### config.mk
export PLATFORM = sky130hd
export DESIGN_NAME = add_float_p
export DESIGN_NICKNAME = d
export VERILOG_FILES = /design/src/rtl/fp_serial_pkg.sv /design/src/rtl/fp_shreg.sv /design/src/rtl/add_float_p.sv
export SDC_FILE = /design/constraint.sdc
export NUM_CORES = 1
export LEC_CHECK = 0
export CELL_PAD_IN_SITES_DETAIL_PLACEMENT = 0
export CELL_PAD_IN_SITES_GLOBAL_PLACEMENT = 1
export CORE_MARGIN = 2
export CORE_UTILIZATION = 35
export DETAILED_ROUTE_END_ITERATION = 8
export PLACE_DENSITY_LB_ADDON = 0.15
export SYNTH_ARGS = -nofsm -noshare
export SYNTH_HDL_FRONTEND = slang
export SYNTH_SLANG_ARGS = --single-unit
### constraint.sdc
create_clock -name clk -period 6.9 [get_ports clk]
set_input_delay 1.035 -clock clk [delete_from_list [all_inputs] [get_ports clk]]
set_output_delay 1.035 -clock clk [all_outputs]
set_load 0.05 [all_outputs]
### src/rtl/fp_serial_pkg.sv
// fp_serial_pkg: controller state encoding, word/exponent helpers and special-operand
// classes shared by the serial floating-point adder.
package fp_serial_pkg;

  typedef enum logic [3:0] {
    ST_IDLE, ST_LOAD_A, ST_LOAD_B, ST_ALIGN, ST_ADD, ST_NORM, ST_ROUND, ST_OUT, ST_DONE
  } state_e;

  // Operand classes that bypass the arithmetic path
  typedef enum logic [2:0] {
    SPC_NONE, SPC_INF_A, SPC_INF_B, SPC_PASS_A, SPC_PASS_B
  } spc_e;

  function automatic int word_w(input int exp_w, input int man_w);
    return 1 + exp_w + man_w;
  endfunction

  function automatic int exp_max(input int exp_w);
    return (1 << exp_w) - 1;
  endfunction

  function automatic int exp_bias(input int exp_w);
    return (1 << (exp_w - 1)) - 1;
  endfunction

endpackage

### src/rtl/fp_shreg.sv
// fp_shreg: W-bit shift register, serial-in at the LSB, parallel load, MSB is the serial output.
module fp_shreg #(
  parameter int W = 32
) (
  input  logic         clk,
  input  logic         reset,
  input  logic         shift_en,
  input  logic         load_en,
  input  logic         serial_in,
  input  logic [W-1:0] par_in,
  output logic [W-1:0] q
);

  always_ff @(posedge clk or posedge reset) begin
    if (reset)         q <= '0;
    else if (load_en)  q <= par_in;
    else if (shift_en) q <= {q[W-2:0], serial_in};
  end

endmodule

### src/rtl/add_float_p.sv
// add_float_p: bit-serial floating-point add/subtract, operands and result MSB-first.
// Define ADD_FLOAT_RNE_EN for round-to-nearest-even; otherwise the result is truncated.
//
// state   | meaning
// IDLE    | wait for go low
// LOAD_A  | shift in A, W cycles
// LOAD_B  | shift in B, W cycles; classify and unpack on the last bit
// ALIGN   | shift smaller significand right, one bit per cycle
// ADD     | magnitude add or subtract
// NORM    | carry right shift or left shifts until hidden bit set
// ROUND   | round-to-nearest-even (RNE build only)
// OUT     | shift result out, W cycles
// DONE    | one-cycle completion pulse
module add_float_p
  import fp_serial_pkg::*;
#(
  parameter int EXP_W = 8,
  parameter int MAN_W = 23
) (
  input  logic clk,
  input  logic reset,
  input  logic go,
  input  logic sub,
  input  logic inpab,
  output logic shift,
  output logic out_c,
  output logic over,
  output logic under,
  output logic done
);

  localparam int W = word_w(EXP_W, MAN_W);
`ifdef ADD_FLOAT_RNE_EN
  localparam int GW = 3;
`else
  localparam int GW = 0;
`endif
  localparam int MW   = MAN_W + 1 + GW;
  localparam int EMAX = exp_max(EXP_W);
  localparam int CAP  = MAN_W + 3;
  localparam int CNTW = $clog2(W + 1);

  state_e           state_q, state_d;
  logic [CNTW-1:0]  cnt_q, cnt_d, align_n;
  logic [EXP_W-1:0] exp_q, exp_d, exp_a, exp_b, exp_dif;
  logic [MW-1:0]    man_x_q, man_x_d, man_y_q, man_y_d, man_a, man_b, y_sh;
  logic [MW:0]      acc_q, acc_d, acc_rsh;
  logic             sign_q, sign_d, eff_sub_q, eff_sub_d, sub_q, sub_d;
  logic             over_q, over_d, under_q, under_d;
  logic             sign_a, sign_b, a_big, a_shift, b_shift, res_load;
  logic [W-1:0]     a_q, b_q, b_word, res_word, spc_word, inf_word;
  logic             unused_b_msb;
  spc_e             spc;

  fp_shreg #(.W(W)) u_sh_a (
    .clk(clk), .reset(reset), .shift_en(a_shift), .load_en(res_load),
    .serial_in(inpab), .par_in(res_word), .q(a_q)
  );

  fp_shreg #(.W(W)) u_sh_b (
    .clk(clk), .reset(reset), .shift_en(b_shift), .load_en(1'b0),
    .serial_in(inpab), .par_in('0), .q(b_q)
  );

  // B is unpacked on the edge that samples its last bit, so that bit comes straight from inpab
  assign b_word       = {b_q[W-2:0], inpab};
  assign unused_b_msb = b_q[W-1];
  assign sign_a  = a_q[W-1];
  assign sign_b  = b_word[W-1] ^ sub_q;
  assign exp_a   = a_q[W-2 -: EXP_W];
  assign exp_b   = b_word[W-2 -: EXP_W];
  assign a_big   = a_q[W-2:0] >= b_word[W-2:0];
  assign man_a   = MW'({1'b1, a_q[MAN_W-1:0]}) << GW;
  assign man_b   = MW'({1'b1, b_word[MAN_W-1:0]}) << GW;
  assign exp_dif = a_big ? exp_a - exp_b : exp_b - exp_a;
  assign align_n = (32'(exp_dif) > 32'(CAP)) ? CNTW'(CAP) : CNTW'(exp_dif);
  assign inf_word = {sign_q, {EXP_W{1'b1}}, {MAN_W{1'b0}}};

  always_comb begin
    spc      = SPC_NONE;
    spc_word = '0;
    if (exp_a == EXP_W'(EMAX)) begin
      spc = SPC_INF_A;  spc_word = {sign_a, {EXP_W{1'b1}}, {MAN_W{1'b0}}};
    end else if (exp_b == EXP_W'(EMAX)) begin
      spc = SPC_INF_B;  spc_word = {sign_b, {EXP_W{1'b1}}, {MAN_W{1'b0}}};
    end else if (exp_a == '0) begin
      spc = SPC_PASS_B; spc_word = {sign_b, b_word[W-2:0]};
    end else if (exp_b == '0) begin
      spc = SPC_PASS_A; spc_word = a_q;
    end
  end

  always_comb begin
    y_sh    = man_y_q >> 1;
    acc_rsh = acc_q >> 1;
`ifdef ADD_FLOAT_RNE_EN
    y_sh[0]    = man_y_q[1] | man_y_q[0];
    acc_rsh[0] = acc_q[1] | acc_q[0];
`endif
  end

`ifdef ADD_FLOAT_RNE_EN
  logic             rnd_up;
  logic [MAN_W+1:0] rnd_sum;
  assign rnd_up  = acc_q[2] & (acc_q[3] | acc_q[1] | acc_q[0]);
  assign rnd_sum = {1'b0, acc_q[MW-1:GW]} + {{(MAN_W+1){1'b0}}, rnd_up};
`endif

  always_comb begin
    state_d   = state_q;
    cnt_d     = cnt_q;
    exp_d     = exp_q;
    man_x_d   = man_x_q;
    man_y_d   = man_y_q;
    acc_d     = acc_q;
    sign_d    = sign_q;
    eff_sub_d = eff_sub_q;
    sub_d     = sub_q;
    over_d    = over_q;
    under_d   = under_q;
    a_shift   = 1'b0;
    b_shift   = 1'b0;
    res_load  = 1'b0;
    res_word  = '0;
    case (state_q)
      ST_IDLE: if (!go) begin
        state_d = ST_LOAD_A; cnt_d = CNTW'(W - 1); sub_d = sub;
        over_d  = 1'b0;      under_d = 1'b0;
      end
      ST_LOAD_A: begin
        a_shift = 1'b1;
        if (cnt_q == '0) begin state_d = ST_LOAD_B; cnt_d = CNTW'(W - 1); end
        else cnt_d = cnt_q - 1'b1;
      end
      ST_LOAD_B: begin
        b_shift = 1'b1;
        if (cnt_q != '0) cnt_d = cnt_q - 1'b1;
        else if (spc != SPC_NONE) begin
          state_d = ST_OUT; cnt_d = CNTW'(W - 1); res_load = 1'b1; res_word = spc_word;
          over_d  = (spc == SPC_INF_A) || (spc == SPC_INF_B);
        end else begin
          state_d   = ST_ALIGN;
          cnt_d     = align_n;
          exp_d     = a_big ? exp_a : exp_b;
          man_x_d   = a_big ? man_a : man_b;
          man_y_d   = a_big ? man_b : man_a;
          sign_d    = a_big ? sign_a : sign_b;
          eff_sub_d = sign_a ^ sign_b;
        end
      end
      ST_ALIGN: begin
        if (cnt_q == '0) state_d = ST_ADD;
        else begin man_y_d = y_sh; cnt_d = cnt_q - 1'b1; end
      end
      ST_ADD: begin
        acc_d   = eff_sub_q ? {1'b0, man_x_q} - {1'b0, man_y_q} : {1'b0, man_x_q} + {1'b0, man_y_q};
        state_d = ST_NORM;
      end
      ST_NORM: begin
        cnt_d = CNTW'(W - 1);
        if (acc_q == '0) begin
          state_d = ST_OUT; res_load = 1'b1;
        end else if (acc_q[MW]) begin
          if (exp_q == EXP_W'(EMAX - 1)) begin
            state_d = ST_OUT; res_load = 1'b1; res_word = inf_word; over_d = 1'b1;
          end else begin
            acc_d = acc_rsh; exp_d = exp_q + 1'b1;
          end
        end else if (acc_q[MW-1]) begin
`ifdef ADD_FLOAT_RNE_EN
          state_d = ST_ROUND;
`else
          state_d = ST_OUT; res_load = 1'b1; res_word = {sign_q, exp_q, acc_q[GW +: MAN_W]};
`endif
        end else if (exp_q == EXP_W'(1)) begin
          state_d = ST_OUT; res_load = 1'b1; res_word = {sign_q, {(W-1){1'b0}}}; under_d = 1'b1;
        end else begin
          acc_d = acc_q << 1; exp_d = exp_q - 1'b1;
        end
      end
`ifdef ADD_FLOAT_RNE_EN
      ST_ROUND: begin
        state_d = ST_OUT; cnt_d = CNTW'(W - 1); res_load = 1'b1;
        if (rnd_sum[MAN_W+1]) begin
          if (exp_q == EXP_W'(EMAX - 1)) begin res_word = inf_word; over_d = 1'b1; end
          else res_word = {sign_q, exp_q + 1'b1, rnd_sum[MAN_W:1]};
        end else res_word = {sign_q, exp_q, rnd_sum[MAN_W-1:0]};
      end
`endif
      ST_OUT: begin
        a_shift = 1'b1;
        if (cnt_q == '0) state_d = ST_DONE;
        else cnt_d = cnt_q - 1'b1;
      end
      ST_DONE: state_d = ST_IDLE;
      default: state_d = ST_IDLE;
    endcase
  end

  always_ff @(posedge clk or posedge reset) begin
    if (reset) begin
      state_q <= ST_IDLE; cnt_q <= '0;     exp_q <= '0;     man_x_q <= '0; man_y_q <= '0;
      acc_q   <= '0;      sign_q <= 1'b0;  eff_sub_q <= 1'b0; sub_q <= 1'b0;
      over_q  <= 1'b0;    under_q <= 1'b0;
    end else begin
      state_q <= state_d; cnt_q <= cnt_d;   exp_q <= exp_d;  man_x_q <= man_x_d; man_y_q <= man_y_d;
      acc_q   <= acc_d;   sign_q <= sign_d; eff_sub_q <= eff_sub_d; sub_q <= sub_d;
      over_q  <= over_d;  under_q <= under_d;
    end
  end

  assign shift = (state_q == ST_OUT);
  assign out_c = shift & a_q[W-1];
  assign done  = (state_q == ST_DONE);
  assign over  = over_q;
  assign under = under_q;

endmodule

==> summary.txt <==
Die
  • Core Rows: 65
  • Chip width: between 150 and 200 um
  • Initial core utilization: a little over a third
  • Core Box Area: approximately 31000 sq um
  • Die Area: 33400 sq um
  • IO Count: 10
  • Die Span Y: between 150 and 200 um

Outcome
  • Status: finished, final reports clean

STA
  • Max frequency: about 230 MHz
  • # setup viols final: 0
  • Worst slew margin: 28.1%
  • Final Slew Violations: 0
  • Final setup TNS: 0 ps
  • Fin crit share: 63.0%
  • Post-route minimum period: roughly 4300 ps
  • Worst Skew: around 13 ps
  • Hold Fails Final Rpt: 0
  • RSZ-0062 raised after global routing: no
  • Slew @ Worst Pin: 1080 ps

Detailed routing
  • Routed len/inst: around 20 um
  • Drt via density: between 5 and 6
  • Post-Route WL: ~34 mm
  • Routed vias: between 9000 and 10000
  • Drt drc: 0
  • DR pass1 iterations: 6
  • DRT iter0 DRCs: 851
  • Final ANT Viol Nets: 0

Global routing
  • Antenna violations before repair: 0
  • Vias in the first global route: between 9000 and 10000
  • Tot GR Track Use: 21.4%
  • Largest net degree at the start of global routing: 83
  • Global-route wire length before repair: 55.8 mm
  • GRT overflow: 0

Clock network
  • Postcts setup bufs: 0
  • Clk root buf: clkbuf_16
  • CTS Buffer Depth: 2
  • Clk_lat worst skew: between 400 and 500 ps
  • TritonCTS clock tree: built
  • # clock sinks: around 160
  • H-tree depth: 4
  • CTS Hold Bufs: 0
  • TritonCTS buffer count: 17
  • Clock transition at the registers of the reported paths: approximately 80 ps
  • Post-cts resize count: 0

Logic synthesis
  • Share of the synthesized area in the top cell type: around 36%
  • Ys Warns: 0
  • Post-synth EDFFs: 0
  • Unique masters post-synth: 80
  • Synth area leaders: dfrtp_1 (36%), ha_1 (7.7%), o21ai_0 (6.8%)
  • Dominant cell type by area after synthesis: dfrtp_1
  • Count leader, synth: dfrtp_1
  • Main synth FF type: dfrtp_1
  • Post-synth ARST share: 100%
  • Flops & latches, synth: 159
  • Syn Std Cell Area: between 10000 and 15000 sq um
  • Mean Syn Cell Area: about 8.4 sq um
  • Syn Nets: around 1400
  • Synth top cells by count: dfrtp_1 (159), o21ai_0 (152), a21oi_1 (149)
  • Register area share after synthesis: a little over a third
  • Cell count after synthesis: between 1000 and 1500

Setup path
  • Worst Setup End Kind: flop
  • CP Data Required Time: approximately 7300 ps
  • Crit start category: flop
  • Crit Path Category: flop to flop
  • Worst reg2reg setup slack: 2550 ps
  • Max Fanout on Critical Path: 7
  • Data arrival, critical path: about 4700 ps

Layout
  • Share of post-route cells with drive strength above 1: a little over 6%
  • Post-Layout Cell Count: 1713
  • # fillers: 3272
  • Area Growth Syn to Fin: 8.35%
  • Final #Nets: between 1000 and 1500
  • Antenna diode count: 0

Placement
  • Post-DP HPWL: between 20 and 25 mm
  • # port buffers: 9
  • Number of cells after detailed placement: 1681
  • GP Congestion: 0.819

Worst hold path
  • Hold Crit Class: flop to flop

Power
  • VDD IR max: 0.261 mV
  • Pwr Total: 6.41 mW
  • PwrDens: roughly 530 nW/um^2
  • Leakage Power: ~5 nW

Flow run
  • Max-Cap Viols: 0
-- worst max-delay path, stage by stage (launching register included) --
cell and delay (ps):
dfrtp_1 440, or3_1 430, nor4_1 640, and2_1 400, a21oi_1 130, xnor2_1 170, ha_1 370, a41oi_1 220
o21a_1 210, o2bb2ai_1 80, a31o_2 230, o21ai_1 320, o21ai_0 180, or3_1 360, nand3_1 70
-- cell families (layout without fill, tap and decap cells) --
logic type / Yosys count / count (layout) / share of synthesized area [%]
compound gates: 463 / 463 / 25.7
simple gates: 406 / 406 / 17.3
flops: 159 / 159 / 35.6
buf+inv: 148 / 122 / 5.71
fa+ha+maj: 72 / 72 / 8.26
xor+xnor: 50 / 50 / 3.92
mux: 39 / 39 / 3.54
-- sequential cells by signal, summed over array words and instances, names as in the netlist --
name / flops
man_x_q: 24
exp_q: 8
state_q: 4
under: 1
eff_sub_q: 1
over: 1
u_sh_b.q: 31
acc_q: 25
sign_q: 1
cnt_q: 6
man_y_q: 24
sub_q: 1
u_sh_a.q: 32
-- through the flow --
stage / util [%] / hold slack (ps) / area, sq um / worst slack [ps]
6_report: 38.5 / 481 / 12100 / 2550
5_1_grt: 38.5 / 518 / 12100 / 2230
4_1_cts: 38.5 / 479 / 12100 / 2620
3_5_place_dp: 36.6 / 459 / 11500 / 2590
3_3_place_gp: 36.6 / 463 / 11500 / 2690
2_1_floorplan: - / 441 / 11200 / 1570
-- cells in the final DEF (no fill, tap or decap), types with 28 or more instances in the layout --
cell,instances
nand2_1,127
a222oi_1,40
a22oi_1,28
o21ai_0,152
dfrtp_1,159
nor2_1,125
inv_1,63
mux2i_1,35
a21oi_1,149
ha_1,69
xnor2_1,40
-- area by class of cell --
class / instances / area [sq um] / area share, %
Timing Repair Buffer: 25 / 210 / 1.74
Inverter: 65 / 249 / 2.06
Clock buffer: 18 / 439 / 3.63
Multi-Input combinational cell: 1030 / 6580 / 54.4
Clock inverter: 14 / 146 / 1.21
Tap cell: 402 / 503 / 4.15
Sequential cell: 159 / 3980 / 32.9
-- metal layers --
layer  GRT usage [%]  vias to the layer above  routed length, um
met5               0                        -                  0
met4            4.68                        0                282
met3            3.15                       17               1230
met2            32.9                      182              15200
met1            31.8                     4709              17600
li1                -                     4801                  -
-- final timing paths --
path,from,end,cells after the start
worst max-delay path,man_y_q[2],acc_q[24],14
worst min-delay path,man_x_q[23],man_x_q[23],1
worst max register to register,man_y_q[2],acc_q[24],14
worst min register to register,man_x_q[23],man_x_q[23],1
max in group asynchronous,reset,u_sh_a.q[20],3
min in group asynchronous,reset,cnt_q[5],2
-- power breakdown --
group	total [mW]	internal, mW	switching, mW
clock	0.983	0.522	0.462
sequential	1.71	1.22	0.482
combinational	3.72	1.55	2.17
total	6.41	3.29	3.12
Power figures use the tool's default switching activity.
